===== src/rtl/fetch_ctrl.sv =====
// fetch_ctrl: instruction-fetch sequencer for the RV32I pipeline.
//
// Owns the architectural fetch PC. It issues one instruction-memory request
// at a time, waits for the response and hands the instruction to IF/ID. It
// also applies branch/jump and trap redirects and raises the front-end flush.
//
// Ports:
//   clk, rst_n                 clock, synchronous active-low reset
//   redirect_valid_i/_pc_i     taken branch/jump from EX and its target
//   trap_valid_i/trap_pc_i     trap taken and its vector (mtvec)
//   imem_req_o/imem_addr_o     fetch request and address (address = pc_o)
//   imem_gnt_i                 request accepted this cycle
//   imem_rvalid_i/_rdata_i     response valid and instruction word
//   inst_valid_o/inst_ready_i  instruction handoff to IF/ID
//   inst_o/inst_pc_o           buffered instruction and its PC
//   pc_o                       current fetch PC
//   flush_o                    pulse: kill younger instructions in IF/ID
//   misalign_o                 pulse: redirect target had bits[1:0] != 0
//   dbg_state_o                FSM state (0=BOOT 1=FETCH 2=WAIT 3=HOLD)
//
// Handshakes:
//   imem: a request is transferred in any cycle with imem_req_o && imem_gnt_i.
//   Exactly one response (imem_rvalid_i) follows each granted request.
//   IF/ID: an instruction transfers in any cycle with inst_valid_o &&
//   inst_ready_i. inst_o/inst_pc_o hold stable while inst_valid_o is high
//   and not yet accepted.
module fetch_ctrl #(
  parameter logic [31:0] RESET_VECTOR = 32'h8000_0000,
  parameter logic [31:0] PC_INC       = 32'd4
) (
  input  logic        clk,
  input  logic        rst_n,
  input  logic        redirect_valid_i,
  input  logic [31:0] redirect_pc_i,
  input  logic        trap_valid_i,
  input  logic [31:0] trap_pc_i,
  output logic        imem_req_o,
  output logic [31:0] imem_addr_o,
  input  logic        imem_gnt_i,
  input  logic        imem_rvalid_i,
  input  logic [31:0] imem_rdata_i,
  output logic        inst_valid_o,
  input  logic        inst_ready_i,
  output logic [31:0] inst_o,
  output logic [31:0] inst_pc_o,
  output logic [31:0] pc_o,
  output logic        flush_o,
  output logic        misalign_o,
  output logic [1:0]  dbg_state_o
);

  typedef enum logic [1:0] {
    BOOT  = 2'd0,
    FETCH = 2'd1,
    WAIT  = 2'd2,
    HOLD  = 2'd3
  } state_e;

  state_e      state_q;
  logic [31:0] pc_q;
  logic [31:0] inst_q;
  logic [31:0] inst_pc_q;
  logic        inst_valid_q;
  // Set when the outstanding response belongs to a redirected-away path.
  logic        kill_q;

  logic        take;
  logic [31:0] target_raw;
  logic [31:0] target_al;

  // Trap wins over redirect; BOOT ignores both so the boot fetch is clean.
  assign take       = (state_q != BOOT) && (trap_valid_i || redirect_valid_i);
  assign target_raw = trap_valid_i ? trap_pc_i : redirect_pc_i;
  assign target_al  = {target_raw[31:2], 2'b00};

  assign flush_o      = take;
  assign misalign_o   = take && (target_raw[1:0] != 2'b00);
  assign imem_req_o   = (state_q == FETCH);
  // The address is the PC itself, so it cannot move while a request waits
  // for a grant unless a redirect changes the PC.
  assign imem_addr_o  = pc_q;
  assign pc_o         = pc_q;
  assign inst_o       = inst_q;
  assign inst_pc_o    = inst_pc_q;
  assign inst_valid_o = inst_valid_q;
  assign dbg_state_o  = state_q;

  always_ff @(posedge clk) begin
    if (!rst_n) begin
      state_q      <= BOOT;
      pc_q         <= 32'd0;
      inst_q       <= 32'd0;
      inst_pc_q    <= 32'd0;
      inst_valid_q <= 1'b0;
      kill_q       <= 1'b0;
    end else begin
      case (state_q)
        BOOT: begin
          pc_q    <= RESET_VECTOR;
          state_q <= FETCH;
        end

        FETCH: begin
          if (take) begin
            pc_q <= target_al;
            // A grant in the redirect cycle commits the old request; its
            // response must be thrown away when it arrives.
            if (imem_gnt_i) begin
              state_q <= WAIT;
              kill_q  <= 1'b1;
            end
          end else if (imem_gnt_i) begin
            state_q <= WAIT;
          end
        end

        WAIT: begin
          if (take) begin
            pc_q <= target_al;
            if (imem_rvalid_i) begin
              kill_q  <= 1'b0;
              state_q <= FETCH;
            end else begin
              kill_q <= 1'b1;
            end
          end else if (imem_rvalid_i) begin
            if (kill_q) begin
              kill_q  <= 1'b0;
              state_q <= FETCH;
            end else begin
              inst_q       <= imem_rdata_i;
              inst_pc_q    <= pc_q;
              inst_valid_q <= 1'b1;
              pc_q         <= pc_q + PC_INC;
              state_q      <= HOLD;
            end
          end
        end

        HOLD: begin
          // A redirect drops the buffered instruction; if IF/ID accepts it
          // in the same cycle, flush_o kills it there.
          if (take) begin
            pc_q         <= target_al;
            inst_valid_q <= 1'b0;
            state_q      <= FETCH;
          end else if (inst_ready_i) begin
            inst_valid_q <= 1'b0;
            state_q      <= FETCH;
          end
        end

        default: state_q <= BOOT;
      endcase
    end
  end

endmodule


===== config.mk =====
export PLATFORM = sky130hd
export DESIGN_NAME = fetch_ctrl
export DESIGN_NICKNAME = d
export VERILOG_FILES = /design/src/rtl/fetch_ctrl.sv
export SDC_FILE = /design/constraint.sdc
export NUM_CORES = 1
export LEC_CHECK = 0
export ABC_CLOCK_PERIOD_IN_PS = 2100
export CAP_MARGIN = 10
export CORE_AREA = 5 5 125 127
export CTS_CLUSTER_SIZE = 20
export DETAILED_ROUTE_END_ITERATION = 8
export DIE_AREA = 0 0 130 132
export PLACE_DENSITY = 0.79
export SLEW_MARGIN = 20
export SYNTH_ARGS = -nofsm -noshare
export SYNTH_HDL_FRONTEND = slang
export SYNTH_SLANG_ARGS = --single-unit

===== constraint.sdc =====
create_clock -name clk -period 2.1 [get_ports clk]
set_clock_uncertainty 0.15 [all_clocks]
set_input_delay 0.525 -clock clk [delete_from_list [all_inputs] [get_ports clk]]
set_output_delay 0.525 -clock clk [all_outputs]
set_load 0.03 [all_outputs]

==> metrics.txt <==
buffers plus inverters on the worst setup path 3; Gate Count Post-Synth 632; number of rows created at floorplan 44; Most common cell on crit path sky130_fd_sc_hd__buf_6; number of antenna violations at the first check in global routing 0; clock insertion delay at the later pin of the skew report 0.36 ns; cells traversed along the worst timing path inv_4 > ha_4 > o21bai_4 > buf_6 > a211oi_4 > buf_6; GRT Util Overall 20.08%; slowest stage cell on the critical path sky130_fd_sc_hd__dfxtp_4; number of clock sinks 96; outcome complete, but fails checks; number of clock buffers inserted by TritonCTS 9; clock edge transition at the registers on the reported setup and hold paths 0.06 ns; largest net degree at the start of global routing 48; proportion of layout cells with a drive suffix above 1 20.37%; half-perimeter wire length after detailed placement 13720 µm; endpoint of the worst hold path inst_o[1]; register-to-register setup slack -0.08 ns; total core area 14310 µm²; number of flops mapped to enable cells by yosys 0; TritonRoute pass-1 iters 5; number of endpoints with negative hold slack in the final report 0; final setup slack of the worst path -0.1167 ns; Worst setup SP type register; proportion of synthesized flip-flops having asynchronous set or reset 0%; Syn. warnings 0; flop and latch count out of synthesis 96; count of vias placed by the detailed router 5616; post-route cell area 8529 µm²; y dimension of the die 132 µm; dominant register cell in the synthesized netlist sky130_fd_sc_hd__dfxtp_1; routed via count divided by cell count 5.119; signal arrival time at the worst endpoint 1.54 ns; share of Yosys cell area claimed by the top area cell type 38.81%; Inserted Diodes 0; routed len/inst 17.42 µm; violated checks negative setup slack; area growth from synthesis to final layout 72.23%; TritonCTS clock tree built; max-cap check violation count 0; total I/O pin count 237; number of global-route vias before repair 5156; number of input and output port buffers inserted 230; commonest cells after routing, fill and taps aside sky130_fd_sc_hd__clkdlybuf4s50_1 (160), sky130_fd_sc_hd__nand2_1 (151), sky130_fd_sc_hd__dfxtp_1 (87); horizontal extent of the die 130 µm; nature of the critical path endpoint output pin; drt first-iter violations 385; distinct cell type count after synthesis 63; maximum level of the CTS H-tree 3; maximum operating frequency 451.1 MHz; synthesized area divided by synthesized cell count 7.836 µm²; buffers from clock root to sink, at most 2; Mapped Area 4952 µm²; area enclosed by the die boundary 17160 µm²; max-slew violation total from the final report 0; Total Nets Final 1018; depth of the most critical reg-to-reg path 9; family with the most delay on the worst path flip-flops; instance area at placement 7804 µm²; highest fanout seen on the critical path 8; sequential fraction of the synthesis area 38.81%; number of design rule violations left after detail routing 0; number of setup violations in the final report 4; Routed Antenna Nets 0; cell types with the largest area share after synthesis sky130_fd_sc_hd__dfxtp_1 (39%), sky130_fd_sc_hd__nand2_1 (12%), sky130_fd_sc_hd__a21oi_1 (7.7%), sky130_fd_sc_hd__buf_4 (5.5%), sky130_fd_sc_hd__mux2i_1 (5.3%); worst reg2reg path endpoint imem_addr_o[28]; LEAKAGE 3.551 nW; hold bufs inserted after CTS 0; final critical-path share of the clock period 105.6%; gpl congestion 0.8831; Worst Hold Class register to register; Remaining Overflow, GRT 0; wire length of the first global-routing pass 27430 µm; initial core utilization 34.60%; Hold Path Depth 2; library cell with the largest summed area after synthesis sky130_fd_sc_hd__dfxtp_1; Reg-to-Reg Start dbg_state_o[0]; total power divided by cell area 544.8 nW/µm²; Root Buffer sky130_fd_sc_hd__clkbuf_16; most common library cell in the layout ignoring fill and taps sky130_fd_sc_hd__clkdlybuf4s50_1; time the final worst path needs with I/O delays and setup 2.217 ns; unrepaired setup endpoints after global routing yes; pre-CTS setup slack -0.3198 ns; hold path startpoint inst_o[1]; Required @ worst endpoint 1.42 ns; critical path's largest stage delay 0.37 ns; Max VDD drop 0.4565 mV; start-to-end type of the worst setup path register to output pin; total detailed-routing wirelength 19120 µm
## metal layers
layer | track usage (%) | vias to the layer above | part of all wire (%)
li1 | - | 2731 | -
met1 | 25.31 | 2597 | 39
met2 | 33.70 | 264 | 49
met3 | 5.227 | 24 | 9.2
met4 | 5.658 | 0 | 1.9
met5 | 0 | - | 0
## sequential cells by signal, indices dropped and copies added, names as in the netlist
register and flops:
dbg_state_o 2, inst_pc_o 30, inst_valid_o 1, imem_addr_o 30, kill_q 1, inst_o 32
## worst register-to-register path, cell delays in order, from the launching register on
cell and delay [ns]:
sky130_fd_sc_hd__dfxtp_4 0.37, sky130_fd_sc_hd__inv_4 0.04, sky130_fd_sc_hd__buf_4 0.13, sky130_fd_sc_hd__buf_6 0.11, sky130_fd_sc_hd__ha_2 0.19, sky130_fd_sc_hd__nand2b_4 0.16
sky130_fd_sc_hd__nor3_4 0.23, sky130_fd_sc_hd__nand2_2 0.12, sky130_fd_sc_hd__or4_1 0.53, sky130_fd_sc_hd__nand3_1 0.10
## through the flow
step / setup TNS [ns] / utilization, % / hold WS [ns] / power (W) / std cells
detailed placement: -20.49 / 54.52 / 0.2953 / 0.002870 / 1066
finish: -0.2480 / 59.59 / 0.3020 / 0.004647 / 1097
floorplan: -0.8002 / - / 0.3707 / 0.002368 / 637
global placement: -19.49 / 54.52 / 0.2904 / 0.002862 / 1066
global route: -1.110 / 59.59 / 0.3173 / 0.004830 / 1097
CTS: -0.1827 / 56.75 / 0.3042 / 0.004561 / 1089
## Yosys cell counts, drive strengths merged, types with 3 or more instances
master  count
buf        52
nand2     153
nor3       10
o311ai      5
nand4      10
mux2        5
or3         5
and2        3
o21ai      16
or4         3
a211o       3
o211ai      4
a22o        3
nand3      29
nor2       22
ha          7
dfxtp      96
o31ai       3
a21oi      76
a211oi      3
o22ai      13
and3       10
a21boi      3
inv        13
o32a        3
clkbuf     19
and4        3
mux2i      26
## cell families after synthesis
kind of cell | count (synthesis) | synth area share (%)
simple gates | 260 | 23.95
mux | 31 | 6.392
fa+ha+maj | 7 | 1.768
flops | 96 | 38.81
compound gates | 149 | 18.72
buf+inv | 84 | 9.576
other cells | 1 | 0.07572
xor+xnor | 4 | 0.7076
## worst max path at each step
stage,to,start,cells past startpoint
final,misalign_o,dbg_state_o[0],6
after global routing,misalign_o,dbg_state_o[0],6
after floorplan,imem_addr_o[20],dbg_state_o[1],9
after detailed placement,imem_addr_o[28],redirect_valid_i,7
after global placement,imem_addr_o[23],redirect_valid_i,8
after CTS,misalign_o,dbg_state_o[0],6
## final cells by class
cell class	instances	area (µm²)
inverters	13	56.30
repair buffers	331	3157
multi-input cells	457	2851
flip-flops and latches	96	1936
well taps	184	230.2
fillers	1274	5784
clock buffers	11	242.7
clock inverters	5	56.30
## where the power goes
part | internal, W | switching, W | total (W)
clock network | 0.000954 | 0.000713 | 0.00167
registers | 0.00185 | 0.0000381 | 0.00189
logic | 0.000559 | 0.000531 | 0.00109
total | 0.00336 | 0.00128 | 0.00465
## what timing repair did
action | in CTS | in global routing
pin swaps | 2 | 18
resized for setup | 76 | 83
endpoints found under the setup margin | 65 | 95
gates cloned | 0 | 2
buffers inserted | 7 | 8
Power figures use the tool's default switching activity.
